`config.mk`:
```
export PLATFORM = sky130hd
export DESIGN_NAME = fir_coef_ctrl
export DESIGN_NICKNAME = d
export VERILOG_FILES = /design/src/rtl/fir_pkg.sv /design/src/rtl/fir_valid_tracker.sv /design/src/rtl/fir_coef_ctrl.sv
export SDC_FILE = /design/constraint.sdc
export NUM_CORES = 1
export LEC_CHECK = 0
export ABC_AREA = 1
export CORE_ASPECT_RATIO = 0.75
export CORE_MARGIN = 2
export CORE_UTILIZATION = 23
export CTS_CLUSTER_DIAMETER = 100
export CTS_CLUSTER_SIZE = 30
export DETAILED_ROUTE_END_ITERATION = 6
export PLACE_DENSITY = 0.48
export SLEW_MARGIN = 10
export SYNTH_ARGS = -nofsm -noshare
export SYNTH_HDL_FRONTEND = slang
export SYNTH_SLANG_ARGS = --single-unit
```
`constraint.sdc`:
```
create_clock -name clk -period 1.6 [get_ports clk]
set_input_delay 0.16 -clock clk [delete_from_list [all_inputs] [get_ports clk]]
set_output_delay 0.16 -clock clk [all_outputs]
set_load 0.02 [all_outputs]
```
`src/rtl/fir_pkg.sv`:
```
// Shared types and defaults for the FIR coefficient controller.
package fir_pkg;

   localparam int unsigned EPOCH_W = 8;

   typedef enum logic [1:0] {
      IDLE  = 2'd0,
      LOAD  = 2'd1,
      FLUSH = 2'd2
   } fir_ctrl_state_t;

   // Inverse-structure filter latency from x_N to y_N: two register stages per tap.
   function automatic int unsigned fir_default_latency(input int unsigned taps);
      return 2 * taps;
   endfunction

endpackage

```
`src/rtl/fir_valid_tracker.sv`:
```
// In-flight sample valid tracking plus the post-swap flush down-counter.
module fir_valid_tracker
   import fir_pkg::*;
#(
   parameter int unsigned LATENCY = fir_default_latency(4)
) (
   input  logic clk,
   input  logic rst_n,
   input  logic start_flush,
   input  logic in_valid,
   output logic flushing,
   output logic flush_last,
   output logic out_valid
);

   localparam int unsigned CW = $clog2(LATENCY + 1);

   logic [CW-1:0]      cnt_q, cnt_d;
   logic [LATENCY-1:0] sr_q, sr_d;

   // Next-state: counter reloads on a swap, otherwise drains to zero; valid shifts in every cycle.
   always_comb begin
      cnt_d = cnt_q;
      if (start_flush) begin
         cnt_d = CW'(LATENCY);
      end else if (cnt_q != '0) begin
         cnt_d = cnt_q - CW'(1);
      end
      sr_d = {sr_q[LATENCY-2:0], in_valid};
   end

   // Counter and shift register storage.
   always_ff @(posedge clk or negedge rst_n) begin
      if (!rst_n) begin
         cnt_q <= '0;
         sr_q  <= '0;
      end else begin
         cnt_q <= cnt_d;
         sr_q  <= sr_d;
      end
   end

   assign flushing   = (cnt_q != '0);
   assign flush_last = (cnt_q == CW'(1));
   assign out_valid  = sr_q[LATENCY-1] & ~flushing;

endmodule

```
`src/rtl/fir_coef_ctrl.sv`:
```
// Coefficient bank controller for the inverse-structure fir_filter.
// Optional build macro: FIR_COEF_READBACK_EN adds rd_addr/rd_data readback of the active bank.
module fir_coef_ctrl
   import fir_pkg::*;
#(
   parameter int unsigned TAPS       = 4,
   parameter int unsigned DATA_WIDTH = 16,
   parameter int unsigned LATENCY    = fir_default_latency(TAPS)
) (
   input  logic                       clk,
   input  logic                       rst_n,
   input  logic                       cfg_valid,
   output logic                       cfg_ready,
   input  logic [$clog2(TAPS)-1:0]    cfg_addr,
   input  logic [DATA_WIDTH-1:0]      cfg_data,
   input  logic                       cfg_last,
   output logic                       cfg_err,
   output logic [EPOCH_W-1:0]         cfg_epoch,
   input  logic                       in_valid,
   input  logic [DATA_WIDTH-1:0]      in_data,
   output logic [DATA_WIDTH-1:0]      x_N,
   output logic [TAPS*DATA_WIDTH-1:0] w_N,
   input  logic [DATA_WIDTH-1:0]      y_N,
   output logic                       out_valid,
   output logic [DATA_WIDTH-1:0]      out_data
`ifdef FIR_COEF_READBACK_EN
   ,
   input  logic [$clog2(TAPS)-1:0]    rd_addr,
   output logic [DATA_WIDTH-1:0]      rd_data
`endif
);

   localparam int unsigned AW  = $clog2(TAPS);
   localparam int unsigned AW1 = AW + 1;
   localparam int unsigned DW  = DATA_WIDTH;

   fir_ctrl_state_t          state_q;
   logic                     cfg_ready_q;
   logic [TAPS-1:0][DW-1:0]  shadow_q, shadow_d;
   logic [TAPS-1:0][DW-1:0]  active_q, active_d;
   logic [EPOCH_W-1:0]       epoch_q, epoch_d;
   logic                     err_q, err_d;
   logic                     accept, swap, addr_ok;
   logic                     trk_flushing, trk_flush_last, trk_out_valid;

   assign accept = cfg_valid & cfg_ready_q;
   assign swap   = accept & cfg_last;

   // Address range check only exists when TAPS leaves unused address codes.
   generate
      if (TAPS == (2 ** AW)) begin : g_addr_full
         assign addr_ok = 1'b1;
      end else begin : g_addr_partial
         assign addr_ok = ({1'b0, cfg_addr} < AW1'(TAPS));
      end
   endgenerate

   // Shadow write of the accepted beat; the swap copies the merged shadow so the last beat lands too.
   always_comb begin
      shadow_d = shadow_q;
      if (accept) begin
         for (int i = 0; i < TAPS; i++) begin
            if (cfg_addr == AW'(i)) begin
               shadow_d[i] = cfg_data;
            end
         end
      end
      active_d = swap ? shadow_d : active_q;
      epoch_d  = swap ? (epoch_q + EPOCH_W'(1)) : epoch_q;
      err_d    = err_q | (accept & ~addr_ok);
   end

   // Coefficient banks, swap epoch and sticky error storage.
   always_ff @(posedge clk or negedge rst_n) begin
      if (!rst_n) begin
         shadow_q <= '0;
         active_q <= '0;
         epoch_q  <= '0;
         err_q    <= 1'b0;
      end else begin
         shadow_q <= shadow_d;
         active_q <= active_d;
         epoch_q  <= epoch_d;
         err_q    <= err_d;
      end
   end

   // Write-channel FSM with registered ready; FLUSH ends the cycle after the counter reads 1.
   always_ff @(posedge clk or negedge rst_n) begin
      if (!rst_n) begin
         state_q     <= IDLE;
         cfg_ready_q <= 1'b1;
      end else begin
         case (state_q)
            IDLE, LOAD: begin
               if (accept) begin
                  if (cfg_last) begin
                     state_q     <= FLUSH;
                     cfg_ready_q <= 1'b0;
                  end else begin
                     state_q <= LOAD;
                  end
               end
            end
            FLUSH: begin
               // The !flushing term recovers if the counter ever drains without passing 1.
               if (trk_flush_last || !trk_flushing) begin
                  state_q     <= IDLE;
                  cfg_ready_q <= 1'b1;
               end
            end
            default: begin
               state_q     <= IDLE;
               cfg_ready_q <= 1'b1;
            end
         endcase
      end
   end

   fir_valid_tracker #(
      .LATENCY (LATENCY)
   ) u_valid_tracker (
      .clk         (clk),
      .rst_n       (rst_n),
      .start_flush (swap),
      .in_valid    (in_valid),
      .flushing    (trk_flushing),
      .flush_last  (trk_flush_last),
      .out_valid   (trk_out_valid)
   );

`ifdef FIR_COEF_READBACK_EN
   logic [DW-1:0] rd_data_q, rd_data_d;

   // Readback mux; unmatched addresses read as zero.
   always_comb begin
      rd_data_d = '0;
      for (int i = 0; i < TAPS; i++) begin
         if (rd_addr == AW'(i)) begin
            rd_data_d = active_q[i];
         end
      end
   end

   // One-cycle registered readback.
   always_ff @(posedge clk or negedge rst_n) begin
      if (!rst_n) begin
         rd_data_q <= '0;
      end else begin
         rd_data_q <= rd_data_d;
      end
   end

   assign rd_data = rd_data_q;
`endif

   assign cfg_ready = cfg_ready_q;
   assign cfg_err   = err_q;
   assign cfg_epoch = epoch_q;
   assign w_N       = active_q;
   assign x_N       = in_valid ? in_data : '0;
   assign out_data  = y_N;
   assign out_valid = trk_out_valid & (state_q != FLUSH);

endmodule

```
Word-level counts from Yosys, hierarchy flattened --
Cells that the tools add are included.
Operators by class: reduce and logical (&&, ||, !) cells 9, add/subtract/negate cells 2, equality and inequality tests 10, muxes and demuxes 16, bitwise gates (word level) 5
Operators by type and width (number):
- 2-to-1 mux 16 bit | 5
- 2-to-1 mux 64 bit | 1
- adder 8 x 1 -> 8 bit (second input constant) | 1
- 2-to-1 mux 4 bit | 2
- != test 2 bit (second input constant) | 4
- equality test 2 bit (second input constant) | 3
- 2-to-1 mux 2 bit | 3
- bitwise AND 1 bit | 4
- equality test 2 x 1 -> 1 bit (second input constant) | 2
- equality test 4 x 1 -> 1 bit (second input constant) | 1
- zero test 2 bit | 2
- case mux 2 bit (2 select lines) | 1
- nonzero test 4 bit | 1
- subtractor 4 x 1 -> 4 bit (second input constant) | 1
- 2-to-1 mux 1 bit | 3
- AND reduction 3 bit | 1
- case mux 1 bit (2 select lines) | 1
- AND reduction 2 bit | 1
- nonzero test 2 bit | 1
- OR reduction 2 bit | 1
- zero test 1 bit | 1
- logical OR 1 bit | 1
- inverter 1 bit | 1
Storage, ports and cells: register bits 151, logic and storage cells 55, output and inout port bits 107

Logic depth before layout (Yosys ltp) --
depth after elaboration 5, mapped depth 8

By module --
A second synthesis with hierarchy kept.
Second synthesis, totals: cell total of the unflattened synthesis 786, area total of the unflattened synthesis 6675.2 um^2
Modules (own cells, without submodules):
- fir_coef_ctrl | times used 1, sequential area each 3479.6 um^2, area each 6226.0 um^2, cells each 745
- fir_valid_tracker | times used 1, sequential area each 300.3 um^2, area each 449.2 um^2, cells each 41

Worst setup path before layout --
Ideal clock, no wire load.
kind register to register, from reg cfg_ready_q, in the netlist cfg_ready, to reg shadow_q[10] (netlist name), stages on the path, launching flop included 6, path slack 0.098 ns, clock period less this slack 1.502 ns, data arrival time 1.383 ns, cell sequence dfstp_2 > nand2_4 > nor3_4 > buf_2 > nand2_1 > and2_1
RTL lines:
- start: declaration | line fir_coef_ctrl.sv:38 | logic cfg_ready_q;
- start signal: assignment | line fir_coef_ctrl.sv:92 | cfg_ready_q <= 1'b1;
- start signal: assignment | line fir_coef_ctrl.sv:99 | cfg_ready_q <= 1'b0;
- start signal: assignment | line fir_coef_ctrl.sv:109 | cfg_ready_q <= 1'b1;
- end signal: assignment | line fir_coef_ctrl.sv:81 | shadow_q <= shadow_d;
- end: declaration | line fir_coef_ctrl.sv:39 | logic [TAPS-1:0][DW-1:0] shadow_q, shadow_d;

Final worst setup path --
from reg u_valid_tracker.cnt_q[1], to out out_valid
Between the ends: cells in the longest elaborated chain, start to end 4
Ends and longest elaborated chain:
- start: declaration | line fir_valid_tracker.sv:18 | logic [CW-1:0] cnt_q, cnt_d;
- start signal: assignment | line fir_valid_tracker.sv:38 | cnt_q <= cnt_d;
- nonzero test 4 bit | line fir_valid_tracker.sv:43 | assign flushing = (cnt_q != '0);
- inverter 1 bit | line fir_valid_tracker.sv:45 | assign out_valid = sr_q[LATENCY-1] & ~flushing;
- bitwise AND 1 bit | line fir_valid_tracker.sv:45
- bitwise AND 1 bit | line fir_coef_ctrl.sv:163 | assign out_valid = trk_out_valid & (state_q != FLUSH);
- end: declaration | line fir_coef_ctrl.sv:24 | output logic out_valid,
Every way passes these cells.

==> results.yml <==
clocking:
  clock_sinks: 151
  cts_tree: "yes"
  clock_latency_ns: 0.43
  cts_buffers: 17
  clockRootBuffer: "clkbuf_16"
  cts_buffer_depth: 2
  htreeDepth: 4
  clkTransAtPathRegs_ns: 0.07
synthesis:
  synth-seq-cells: 151
  netlist_area_sq_um: 6650
  synth_cell_types: 26
  syn_inst: 777
  ys.warnings.count: 0
  seq_area_frac_synth_pct: 56.8
  syn_area_per_cell_sq_um: 8.56
  syn_nets: 835
timing:
  fin_crit_ns: 1.66
  final-setup-viol-count: 3
  report.final.hold_viol_count: 0
  fmax_mhz: 601
  tns_ns: -0.0703
  rsz0062_at_grt: "true"
  worst_slack_ns: -0.0641
  post-route-period-util_pct: 104
  drv_slew: 0
  fin_skew_ns: 0.00977
pwr:
  power_leakage_nw: 5.00
  p_comb_share_pct: 38.8
  switching_power_mw: 6.18
  power_frac_clock_pct: 25.0
  power.density_nw_per_um2: 1850
  p_sw_share_pct: 35.3
  peakVddDrop_v: 0.000716
  internal-power_mw: 11.3
  seq_power_share_pct: 36.2
routing:
  wl_met2_mm: 7.57
  top_layer_used: "met4"
  ant_nets: 0
  drt_iter0_drc: 295
  wl_met1_mm: 9.57
  wl_mm: 18.5
  via_per_inst: 3.89
  firstDrtPassIters: 4
  vias: 5122
  wire_per_inst_microns: 14.0
  drc: 0
  wl_met3_mm: 1.12
floorplan:
  core_sq_um: 28200
  start_util_pct: 23.5
  dieArea_sq_um: 30300
  io_pins: 162
  num_rows: 53
  die_y_microns: 151
  die_x_microns: 200
global_routing:
  grt_max_degree: 47
  antenna_found_initial: 0
  grt.overflow.total: 0
  grt_pass1_vias: 5126
  gr-usage-all-layers_pct: 12.8
  grt_pass1_wl_mm: 29.2
setup_path:
  required_ns: 1.44
  critPathLaunchType: "flip-flop"
  reg2regPathDepth: 6
  arrival_ns: 1.50
  startpoint: "u_valid_tracker.cnt_q[1]"
  cp_max_fo: 3
  cp_slowest_cell: "dfrtp_1"
  worstReg2RegEnd: "shadow_q[58]"
  crit_end: "out_valid"
  worst_path_largest_cell_delay_ns: 0.39
  end_kind: "output port"
  crit_type: "reg2out"
  crit_chain: "inv_2 > ha_4 > nand2_2 > nor2_2 > nand2_1 > nor2_1 > buf_4"
  rr_startpoint: "cfg_ready"
  rrSetupSlack_ns: -0.01
placed_design:
  placed_area_sq_um: 8540
  gp_congestion: 0.695
  io_buffers: 128
  dp_cells: 1280
  dp_hpwl_mm: 12.5
run_status:
  violations: "setup timing"
  status: "finished, violations left"
layout:
  diodes: 0
  finalNonFillerCells: 1317
  finalInstanceArea_sq_um: 9470
  area_delta_synth_final_pct: 42.4
  drive_above_1_share_pct: 13.3
  fin_nets: 977
hold_path:
  holdCritPathClass: "in2async"
run:
  cap_violations: 0
[state kept, by name, indices dropped and copies added, names as in the netlist]
signal / cells
u_valid_tracker.cnt_q: 4
shadow_q: 64
cfg_epoch: 8
state_q: 2
cfg_ready: 1
u_valid_tracker.sr_q: 8
w_N: 64
[worst min-delay path by stage]
stage	from	end	slack, ns	depth (start not counted)
final	rst_n	cfg_epoch[4]	0.20	2
after global routing	rst_n	cfg_epoch[2]	0.21	2
after CTS	rst_n	cfg_epoch[4]	0.18	2
after detailed placement	rst_n	cfg_epoch[3]	0.08	1
after global placement	rst_n	cfg_epoch[3]	0.08	1
after floorplan	rst_n	cfg_epoch[0]	-0.14	0
[layout make-up]
type	count	area [sq um]
tap	385	482
inverter	113	427
fill	2992	18800
timing repair buffer	165	1740
clock buffer	21	460
sequential	151	3780
clock inverter	11	173
multi-input combinational	471	2410
[critical path: cells and delay by family, from the launching register on]
kind	cells	cell delay [ns]
flops	1	0.39
simple gates	4	0.32
buf+inv	2	0.23
fa+ha+maj	1	0.14
[synthesized netlist by cell type]
| library cell | count | area (sq um) |
|---|---|---|
| nor2_1 | 10 | 37.5 |
| buf_4 | 19 | 143 |
| and2_2 | 6 | 45.0 |
| inv_1 | 111 | 417 |
| nand2_1 | 284 | 1070 |
| nand3_1 | 85 | 425 |
| and2_1 | 58 | 363 |
| nor3_4 | 3 | 48.8 |
| buf_6 | 2 | 22.5 |
| nand3_2 | 1 | 10.0 |
| a21oi_1 | 2 | 10.0 |
| inv_2 | 2 | 7.51 |
| nor3_1 | 1 | 5.00 |
| nor2_8 | 1 | 20.0 |
| ha_1 | 3 | 37.5 |
| clkbuf_1 | 10 | 37.5 |
| nand4_1 | 3 | 18.8 |
| buf_1 | 1 | 3.75 |
| xor2_1 | 2 | 17.5 |
| xnor2_1 | 2 | 17.5 |
| nand2_4 | 3 | 33.8 |
| o21ai_0 | 5 | 25.0 |
| dfstp_2 | 1 | 26.3 |
| buf_2 | 11 | 55.1 |
| conb_1 | 1 | 3.75 |
| dfrtp_1 | 150 | 3750 |
[metal layers]
layer | up-vias | track usage, %
li1 | 2597 | -
met1 | 2394 | 18.7
met2 | 116 | 17.8
met3 | 15 | 4.00
met4 | 0 | 4.00
met5 | - | 0
[metrics by stage]
stage                     setup slack (ns)  hold WS (ns)  utilization [%]  power, mW
after CTS                           -0.109         0.180             32.3       17.5
after floorplan                     0.0976        -0.136                -       10.2
final                              -0.0641         0.198             33.5       17.5
after global placement              -0.119        0.0765             30.2       13.2
after detailed placement            -0.129        0.0756             30.2       13.2
after global routing                -0.156         0.208             33.5       18.8
[timing repair]
item,in CTS,in global routing
buffers inserted,0,3
resized for setup,46,78
endpoints found under the hold margin,147,0
gates cloned,0,1
pin swaps,0,18
hold buffers,1,0
setup endpoints to repair,40,55
[kinds of logic (layout without fill, tap and decap cells)]
group,count (synthesis),after routing,synth area share [%]
adder cells (fa/ha/maj),3,3,0.565
buffers and inverters,156,310,10.3
XOR/XNOR,4,4,0.527
AO/OA/AOI/OAI,7,7,0.527
flip-flops,151,151,56.8
AND/OR/NAND/NOR,455,456,31.2
other,1,1,0.0564
[power by group through the flow]
stage               Combinational, mW  Sequential [mW]  Clock (mW)
floorplan                        2.73             7.44           0
global placement                 6.73             6.43           0
detailed placement               6.78             6.43           0
CTS                              6.63             6.37        4.52
global route                     7.61             6.55        4.68
finish                           6.79             6.33        4.38
[cell usage in the layout, fill, tap and decap left out, types with 5 or more instances in the layout]
cell / netlist / final
buf_4: 19 / 23
dlygate4sd2_1: 0 / 38
clkbuf_16: 0 / 17
buf_12: 0 / 12
inv_1: 111 / 109
dlymetal6s2s_1: 0 / 29
o21ai_0: 5 / 5
nand3_1: 85 / 62
nand2_2: 0 / 5
and2_1: 58 / 54
nand3_2: 1 / 20
and2_2: 6 / 6
dfrtp_1: 150 / 150
nor2_1: 10 / 8
nand2_1: 284 / 279
clkdlybuf4s50_1: 0 / 58
No activity file was read; power rests on OpenSTA's default activity.
